### src/rtl/seg_display_monitor_if.sv
// Bus between a two-digit 7-segment display driver and its monitor.
// Carries the active-low digit segments plus the monitor's decoded results.
// The err_sticky signal exists only when SEG_MON_STICKY_ERR_EN is defined.
interface seg_display_monitor_if #(
  parameter int ERR_W = 8
);
  logic [6:0]       d1;
  logic [6:0]       d0;
  logic [4:0]       value;
  logic             value_valid;
  logic             decode_err;
  logic             seq_err;
  logic             locked;
  logic [ERR_W-1:0] err_count;
`ifdef SEG_MON_STICKY_ERR_EN
  logic             err_sticky;
`endif

  // Display driver side: drives segments, observes results
  modport master (
    output d1, d0,
    input  value, value_valid, decode_err, seq_err, locked, err_count
`ifdef SEG_MON_STICKY_ERR_EN
    , input err_sticky
`endif
  );

  // Monitor side: samples segments, produces results
  modport slave (
    input  d1, d0,
    output value, value_valid, decode_err, seq_err, locked, err_count
`ifdef SEG_MON_STICKY_ERR_EN
    , output err_sticky
`endif
  );
endinterface

### src/rtl/seg_display_monitor.sv
// Monitor for a two-digit 7-segment up-counter display.
// Filters segment transitions, decodes stable patterns and checks that the
// displayed value steps through 0..MAX_VALUE with wrap-around.
// Optional feature: define SEG_MON_STICKY_ERR_EN to add the err_sticky flag.
module seg_display_monitor #(
  parameter int STABLE_CYCLES = 16,
  parameter int MAX_VALUE     = 15,
  parameter int ERR_W         = 8
) (
  input logic                  clock50M,
  input logic                  reset,
  seg_display_monitor_if.slave bus
);

  localparam int CNT_W = $clog2(STABLE_CYCLES);
  localparam logic [CNT_W-1:0] STAB_LAST = CNT_W'(STABLE_CYCLES - 1);
  localparam logic [4:0]       MAX_V     = 5'(MAX_VALUE);
  localparam logic [ERR_W-1:0] ERR_MAX   = {ERR_W{1'b1}};

  typedef enum logic {SEARCH, TRACK} state_t;

  state_t           state;
  logic [13:0]      samp;
  logic [13:0]      last_pat;
  logic             have_last;
  logic [CNT_W-1:0] stab_cnt;
  logic [4:0]       value_q;
  logic             value_valid_q;
  logic             decode_err_q;
  logic             seq_err_q;
  logic [ERR_W-1:0] err_count_q;

  logic [4:0] tens_dec;
  logic [4:0] ones_dec;
  logic [4:0] dec_value;
  logic       legal;
  logic       accept;
  logic [4:0] next_expect;

  // Returns {valid, digit} for an active-low {g,f,e,d,c,b,a} pattern
  function automatic logic [4:0] seg_to_digit(input logic [6:0] seg);
    logic [4:0] r;
    case (seg)
      7'b1000000: r = {1'b1, 4'd0};
      7'b1111001: r = {1'b1, 4'd1};
      7'b0100100: r = {1'b1, 4'd2};
      7'b0110000: r = {1'b1, 4'd3};
      7'b0011001: r = {1'b1, 4'd4};
      7'b0010010: r = {1'b1, 4'd5};
      7'b0000010: r = {1'b1, 4'd6};
      7'b1111000: r = {1'b1, 4'd7};
      7'b0000000: r = {1'b1, 4'd8};
      7'b0010000: r = {1'b1, 4'd9};
      default:    r = 5'd0;
    endcase
    return r;
  endfunction

  // Decode the filtered sample and decide whether it is a new stable pattern
  always_comb begin
    tens_dec    = seg_to_digit(samp[13:7]);
    ones_dec    = seg_to_digit(samp[6:0]);
    dec_value   = (tens_dec[0] ? 5'd10 : 5'd0) + {1'b0, ones_dec[3:0]};
    legal       = tens_dec[4] && ones_dec[4] && (tens_dec[3:1] == 3'd0) &&
                  (dec_value <= MAX_V);
    accept      = (stab_cnt == STAB_LAST) && (!have_last || (samp != last_pat));
    next_expect = (value_q == MAX_V) ? 5'd0 : value_q + 5'd1;
  end

  // Sample the segment bus and count how long the sample has been unchanged
  always_ff @(posedge clock50M or posedge reset) begin
    if (reset) begin
      samp      <= '0;
      stab_cnt  <= '0;
      last_pat  <= '0;
      have_last <= 1'b0;
    end else begin
      samp <= {bus.d1, bus.d0};
      if ({bus.d1, bus.d0} != samp)
        stab_cnt <= '0;
      else if (stab_cnt != STAB_LAST)
        stab_cnt <= stab_cnt + CNT_W'(1);
      if (accept) begin
        last_pat  <= samp;
        have_last <= 1'b1;
      end
    end
  end

  // Lock/track FSM with registered result pulses and saturating error count
  always_ff @(posedge clock50M or posedge reset) begin
    if (reset) begin
      state         <= SEARCH;
      value_q       <= '0;
      value_valid_q <= 1'b0;
      decode_err_q  <= 1'b0;
      seq_err_q     <= 1'b0;
      err_count_q   <= '0;
    end else begin
      value_valid_q <= 1'b0;
      decode_err_q  <= 1'b0;
      seq_err_q     <= 1'b0;
      if (accept) begin
        if (!legal) begin
          decode_err_q <= 1'b1;
          state        <= SEARCH;
          if (err_count_q != ERR_MAX)
            err_count_q <= err_count_q + ERR_W'(1);
        end else begin
          value_q       <= dec_value;
          value_valid_q <= 1'b1;
          state         <= TRACK;
          if ((state == TRACK) && (dec_value != next_expect)) begin
            seq_err_q <= 1'b1;
            if (err_count_q != ERR_MAX)
              err_count_q <= err_count_q + ERR_W'(1);
          end
        end
      end
    end
  end

`ifdef SEG_MON_STICKY_ERR_EN
  logic err_sticky_q;

  // Remember that any error pulse has occurred since reset
  always_ff @(posedge clock50M or posedge reset) begin
    if (reset)
      err_sticky_q <= 1'b0;
    else if (decode_err_q || seq_err_q)
      err_sticky_q <= 1'b1;
  end

  assign bus.err_sticky = err_sticky_q;
`endif

  assign bus.value       = value_q;
  assign bus.value_valid = value_valid_q;
  assign bus.decode_err  = decode_err_q;
  assign bus.seq_err     = seq_err_q;
  assign bus.locked      = (state == TRACK);
  assign bus.err_count   = err_count_q;

endmodule

### src/flat_wrapper.sv
// flat-port wrapper written by rule: the top's interface ports become plain ports
module seg_display_monitor_flat 
#(
  parameter int STABLE_CYCLES = 16,
  parameter int MAX_VALUE     = 15,
  parameter int ERR_W         = 8
)
  (clock50M, reset, bus_d1, bus_d0, bus_value, bus_value_valid, bus_decode_err, bus_seq_err, bus_locked, bus_err_count);
  seg_display_monitor_if #(.ERR_W(ERR_W)) bus_i ();
  input logic clock50M;
  input logic reset;
  input wire logic [$bits(bus_i.d1)-1:0] bus_d1;
  input wire logic [$bits(bus_i.d0)-1:0] bus_d0;
  output wire logic [$bits(bus_i.value)-1:0] bus_value;
  output wire logic [$bits(bus_i.value_valid)-1:0] bus_value_valid;
  output wire logic [$bits(bus_i.decode_err)-1:0] bus_decode_err;
  output wire logic [$bits(bus_i.seq_err)-1:0] bus_seq_err;
  output wire logic [$bits(bus_i.locked)-1:0] bus_locked;
  output wire logic [$bits(bus_i.err_count)-1:0] bus_err_count;
  assign bus_i.d1 = bus_d1;
  assign bus_i.d0 = bus_d0;
  assign bus_value = bus_i.value;
  assign bus_value_valid = bus_i.value_valid;
  assign bus_decode_err = bus_i.decode_err;
  assign bus_seq_err = bus_i.seq_err;
  assign bus_locked = bus_i.locked;
  assign bus_err_count = bus_i.err_count;
  seg_display_monitor #(.STABLE_CYCLES(STABLE_CYCLES), .MAX_VALUE(MAX_VALUE), .ERR_W(ERR_W)) u_core (.clock50M(clock50M), .reset(reset), .bus(bus_i));
endmodule
### config.mk
export PLATFORM = sky130hd
export DESIGN_NAME = seg_display_monitor_flat
export DESIGN_NICKNAME = d
export VERILOG_FILES = /design/src/rtl/seg_display_monitor_if.sv /design/src/rtl/seg_display_monitor.sv /design/src/flat_wrapper.sv
export SDC_FILE = /design/constraint.sdc
export NUM_CORES = 1
export LEC_CHECK = 0
export BUFFER_PORTS_ARGS = -buffer_cell sky130_fd_sc_hd__buf_2
export CORE_ASPECT_RATIO = 1.5
export CORE_MARGIN = 4
export CORE_UTILIZATION = 50
export DETAILED_ROUTE_END_ITERATION = 10
export GPL_ROUTABILITY_DRIVEN = 0
export MAX_ROUTING_LAYER = met4
export PLACE_DENSITY = 0.71
export RECOVER_POWER = 100
export SLEW_MARGIN = 10
export SYNTH_ARGS = -nofsm -noshare
export SYNTH_HDL_FRONTEND = slang
export SYNTH_SLANG_ARGS = --single-unit
### constraint.sdc
create_clock -name clock50M -period 2.59 [get_ports clock50M]
set_clock_uncertainty 0.2 [all_clocks]
set_input_delay 0.259 -clock clock50M [delete_from_list [all_inputs] [get_ports clock50M]]
set_output_delay 0.259 -clock clock50M [all_outputs]
set_load 0.01 [all_outputs]
==> impl_metrics.toml, run 1 <==
[critical_path]
rr_startpoint = "u_core.samp[3]"
worstSetupEndpointType = "flop"
setup.worst_path.start = "u_core.samp[3]"
cp.required_ns = 2.59
rrSetupSlack_ns = -0.22
start_kind = "flop"
cp_max_fo = 6
worstSetupPathType = "reg -> reg"
arrival_ns = 2.81

[synthesis]
synth_area_leaders = "dfrtp_1, xnor2_1, mux2_2"
syn_nets = 254
synthArstFlopShare = 1.000
synth_cell_type_count = 49
yosysSeqAreaShare = 0.4690
synth_area_leader_cell = "dfrtp_1"
yosysTopAreaCellShare = 0.4690
avgSynthCellArea_um2 = 11.50
synth-warning-count = 0
syn_inst = 232
synth-edff-count = 0
syn_area_um2 = 2668
ys.flop_type = "dfrtp_1"
ys_ff_latch = 50

[clock_tree]
clkLatencyLatePin_ns = 0.31
cts-root-buf = "clkbuf_8"
tritoncts = "built"
clock_sinks = 50
cts_made_buffers = 5
path_clk_slew_ns = 0.09
cts.path.max_buffers = 2
htreeDepth = 2

[timing]
rsz0062_at_grt = "true"
hold_violations = 0
finalCriticalPeriod_ns = 2.809
setup-violations-final = 10
worst_pin_slew_ns = 0.8496
fin_crit_sh = 1.084
final.setup.worst_slack_ns = -0.2186
slew_headroom = 0.4336
clock.fmax_ghz = 0.3561
drv_slew = 0

[final_layout]
final_cells = 389
fin_nets = 342
fin_util = 0.6781
antenna_cells = 0
fin_area_um2 = 3502
area_growth_pct = 31.29
drive_above_1_share = 0.3084
fill_cells = 407

[floorplanning]
die_h_um = 97.46
initial_core_util = 0.5165
fp.dieW_um = 67.64
pin_count = 33
core_area_um2 = 5165
rows = 32
die_area_um2 = 6592

[placement]
port_buffers = 32
placed_cell_area_um2 = 3131
pre_cts_ws_ns = -0.2517
dp.cells = 359
hpwl_um = 4383

[routing]
top_layer = "met4"
drc = 0
firstDrtPassIters = 4
met3WireLength_um = 179
ant_nets = 0
dr_wl_met2_um = 3388
wl_per_cell_um = 15.28
wl_um = 5942
routed_via_density = 5.283
vias = 2055
met1_length_um = 2269
drtIter0Drc = 89

[min_path]
min_from = "u_core.have_last"
hp-class = "reg -> reg"

[power]
powerDensity_nw_per_um2 = 421.3
peakVddDrop_uv = 418.5
leakage_nw = 1.564

[outcome]
status = "complete, but fails checks"
violations = "setup timing"

[grt]
antenna_found_initial = 0
grt_first_pass_wirelength_um = 9984
grt_overflow = 0
grt_use_total = 0.2007
grt_max_degree = 22
first_global_vias = 2141

[job]
cap_violations = 0
[synthesized netlist by cell type, drive strengths merged, types with 2 or more instances]
master	count
dfrtp	50
xnor2	26
xor2	18
mux2	17
nand3	16
nor2	12
buf	8
inv	7
nand2	7
o21ai	7
ha	6
nor3	6
a211oi	5
a21oi	5
nand4	5
and3	3
and3b	3
nand2b	3
nor2b	3
nor4	3
a211o	2
and2	2
and4b	2
mux2i	2
o22ai	2
[critical path, stage by stage (launching register included)]
cell and delay [ns]:
dfrtp_2 0.47, nor4b_4 0.30, a21oi_2 0.07, o22ai_2 0.18
ha_2 0.22, ha_4 0.14, xor2_2 0.15, a21oi_1 0.06
nand4b_1 0.25, o21ai_4 0.25, a21oi_4 0.09, mux2_4 0.31
[state kept, by name, summed over array words and instances (netlist names)]
name and cells:
u_core.bus.decode_err 1, u_core.bus.err_count 8, u_core.bus.locked 1, u_core.bus.seq_err 1, u_core.bus.value 5, u_core.bus.value_valid 1
u_core.have_last 1, u_core.last_pat 14, u_core.samp 14, u_core.stab_cnt 4
[repair_timing]
item,4_1_cts,5_1_grt
cloned,0,0
buffers inserted,3,4
hold buffers,15,0
endpoints found under the hold margin,33,0
setup endpoints to repair,13,14
pin swaps,7,8
gates resized for setup,10,18
[worst paths after layout]
kind | end | depth (start not counted)
max in group asynchronous | u_core.samp[3] | 4
setup reg to reg | u_core.bus.err_count[1] | 11
hold / removal | u_core.have_last | 1
hold reg to reg | u_core.have_last | 1
setup / recovery | u_core.bus.err_count[1] | 11
min in group asynchronous | u_core.stab_cnt[2] | 3
[routing by layer]
layer,up-vias,track usage
met3,9,0.02894
met5,-,-
met1,1004,0.2226
met2,43,0.3556
li1,999,-
met4,0,0.06406
[layout make-up]
class                      count  area, um^2  share of cell area
clock buffer                   7       96.34             0.02751
clock inverter                 1       8.758            0.002501
inverter                       7       26.28            0.007503
multi-input combinational    167        1440              0.4112
sequential                    50        1257              0.3591
tap                           68       85.08             0.02429
timing repair buffer          89       588.1              0.1679
[per-stage QoR]
step / TNS (ns) / total power [mW] / hold slack, ns
after floorplan: -0.2136 / 0.8992 / 0.09043
after global placement: -1.318 / 0.9562 / 0.07892
after detailed placement: -1.831 / 0.9587 / 0.08290
after CTS: -1.523 / 1.483 / 0.2937
after global routing: -3.658 / 1.532 / 0.3277
final: -1.693 / 1.475 / 0.2972
[cells by family (layout without fill, tap and decap cells)]
group	count (synthesis)	count (layout)	synth area share
flops	50	50	0.4690
simple gates	71	71	0.1581
mux	19	19	0.08067
fa+ha+maj	6	6	0.02814
compound gates	27	27	0.08209
buf+inv	15	104	0.03752
xor+xnor	44	44	0.1445
[where the power goes]
group          switching, mW  leakage (nW)  internal (mW)
clock                  0.264        0.0544          0.245
combinational         0.0786         0.848         0.0808
sequential            0.0152         0.661          0.792
[cells in the final DEF (no fill, tap or decap), types with 3 or more instances in the layout]
| master | instances |
|---|---|
| nor2_1 | 11 |
| dfrtp_1 | 45 |
| xor2_1 | 17 |
| and3b_2 | 3 |
| buf_6 | 4 |
| clkbuf_1 | 34 |
| nor3_1 | 5 |
| and3_1 | 3 |
| buf_4 | 34 |
| a21oi_1 | 3 |
| clkbuf_8 | 7 |
| ha_1 | 3 |
| mux2_2 | 15 |
| dfrtp_2 | 5 |
| nand3_1 | 15 |
| xnor2_1 | 26 |
| inv_1 | 7 |
| nand2_1 | 5 |
| nand4_1 | 5 |
| nor4_1 | 3 |
| dlygate4sd3_1 | 15 |
| o21ai_0 | 3 |
| a211oi_2 | 4 |
Note: power is estimated with default switching activity, not from simulation.
==> run 2, diff against run 1 <==
--- a/config.mk
+++ b/config.mk
@@ -11,6 +11,7 @@
 export CORE_UTILIZATION = 50
 export DETAILED_ROUTE_END_ITERATION = 10
 export GPL_ROUTABILITY_DRIVEN = 0
+export HOLD_SLACK_MARGIN = 0.06
 export MAX_ROUTING_LAYER = met4
 export PLACE_DENSITY = 0.71
 export RECOVER_POWER = 100
==> constraint.sdc (replaced) <==
create_clock -name clock50M -period 2.59 [get_ports clock50M]
set_clock_uncertainty 0.2 [all_clocks]
set_input_delay 0.518 -clock clock50M [delete_from_list [all_inputs] [get_ports clock50M]]
set_output_delay 0.518 -clock clock50M [all_outputs]
set_load 0.01 [all_outputs]
==> run 2 against run 1 <==
The flow still finishes with violations (setup timing); combinational power fell by 12%; clock power is 6.3% lower; sequential share of layout area up 2.1 points; first-iteration DRC count decreased by 5.6%; wire length shrank 3.8%; non-clock buffer count shrank 18; count of clock-buffer cells in the layout unchanged; setup slack got worse by 0.0023 ns; die area unchanged; register-to-register slack about the same.
==> impl_metrics.toml, run 2 (synthesis gave the netlist of run 1 again) <==
[routing]
wl_um = 5716
ant_nets = 0
drc = 0
wl_per_cell_um = 15.41
vias = 1960
firstDrtPassIters = 4
routed_via_density = 5.283
drtIter0Drc = 84

[grt]
first_global_vias = 2065
grt_max_degree = 51
grt_first_pass_wirelength_um = 9673
grt_use_total = 0.1968
antenna_found_initial = 0
grt_overflow = 0

[critical_path]
cpMostUsedCell = "ha_4"
max_stage_delay_ns = 0.42
worstSetupEndpointType = "flop"
arrival_ns = 2.80
critical-path-top-delay-family = "compound AO/OA/AOI/OAI gates"
worstSetupPathType = "reg -> reg"
critPathSlowestCell = "dfrtp_2"
start_kind = "flop"
cp_max_fo = 3
crit_chain = "a211o_1, o22ai_1, and3b_2, ha_4, ha_4, xnor2_2, nor2_1, nand4b_1, o21ai_4, a21oi_2, mux2_4"
path_buf_inv = 0
setup.worst_path.start = "u_core.samp[10]"
cp.required_ns = 2.58
rr_startpoint = "u_core.samp[10]"

[floorplanning]
die_area_um2 = 6592
pin_count = 33
initial_core_util = 0.5165
rows = 32
core_area_um2 = 5165
die_h_um = 97.46
fp.dieW_um = 67.64

[outcome]
status = "complete, but fails checks"
violations = "setup timing"

[placement]
hpwl_um = 4230
port_buffers = 32
dp.cells = 357

[final_layout]
layout_commonest_cell = "dfrtp_1"
fin_nets = 324
layout_common_cells = "dfrtp_1, clkbuf_1, buf_4, xnor2_1, xor2_1"
final_cells = 371
drive_above_1_share = 0.3003
antenna_cells = 0
area_growth_pct = 23.87

[clock_tree]
cts.path.max_buffers = 2
cts_made_buffers = 5
clkLatencyLatePin_ns = 0.30
clock_sinks = 50
tritoncts = "built"
htreeDepth = 2
cts-root-buf = "clkbuf_8"
path_clk_slew_ns = 0.09

[timing]
slew_headroom = 0.2061
drv_slew = 0
final.setup.worst_slack_ns = -0.2209
fin_setup_tns_ns = -1.559
setup-violations-final = 10
fin_crit_sh = 1.085
worst_pin_slew_ns = 1.191
hold_violations = 0
clock.fmax_ghz = 0.3558
finalCriticalPeriod_ns = 2.811
rsz0062_at_grt = "true"

[power]
leakage_nw = 1.477
totalPowerFinal_mw = 1.421
peakVddDrop_uv = 353.1
powerDensity_nw_per_um2 = 430.1

[min_path]
hp-class = "in -> reg"
min_from = "bus_d1[6]"

[job]
cap_violations = 0
-- run 2: stage by stage --
step	area (um^2)	hold WS [ns]	utilization	setup WS (ns)
after global routing	3304	0.1334	0.6398	-0.3301
final	3304	0.1460	0.6398	-0.2209
after CTS	3279	0.1337	0.6349	-0.1794
after detailed placement	3128	0.2653	0.6056	-0.2504
after global placement	3128	0.2547	0.6056	-0.1792
after floorplan	2700	0.2343	-	-0.1464
-- run 2: path summary, 6_finish.rpt --
check	to	slack [ns]	depth (start not counted)
setup / recovery	u_core.bus.err_count[1]	-0.22	11
hold / removal	u_core.samp[13]	0.15	1
setup reg to reg	u_core.bus.err_count[1]	-0.22	11
hold reg to reg	u_core.bus.err_count[5]	0.29	1
max in group asynchronous	u_core.samp[3]	0.45	4
min in group asynchronous	u_core.stab_cnt[2]	0.94	4
-- run 2: final cells by class --
class | instances | area [um^2]
Timing Repair Buffer | 71 | 411.6
Clock inverter | 1 | 8.758
Clock buffer | 7 | 86.33
Inverter | 7 | 26.28
Fill cell | 418 | 1861
Tap cell | 68 | 85.08
Sequential cell | 50 | 1255
Multi-Input combinational cell | 167 | 1431
-- run 2: routing by layer --
metal  wire [um]  GRT usage  share of wire  vias up
met2        3254     0.3526           0.57       28
met4         151    0.07188          0.026        0
met3         156    0.03125          0.027        9
li1            -          -              -      961
met1        2153     0.2084           0.38      962
met5           0          -              0        -
-- run 2: timing repair --
item	4_1_cts	5_1_grt
hold endpoints to repair	50	0
setup buffers	3	2
cloned	0	0
hold buffers	1	0
endpoints found under the setup margin	13	13
pin swaps	2	4
resized for setup	8	15
-- run 2: where the power goes --
| part | switching, mW | leakage [nW] | internal, mW | total [mW] |
|---|---|---|---|---|
| clock | 0.256 | 0.0489 | 0.221 | 0.477 |
| sequential | 0.0133 | 0.663 | 0.791 | 0.805 |
| combinational | 0.0748 | 0.765 | 0.0649 | 0.140 |
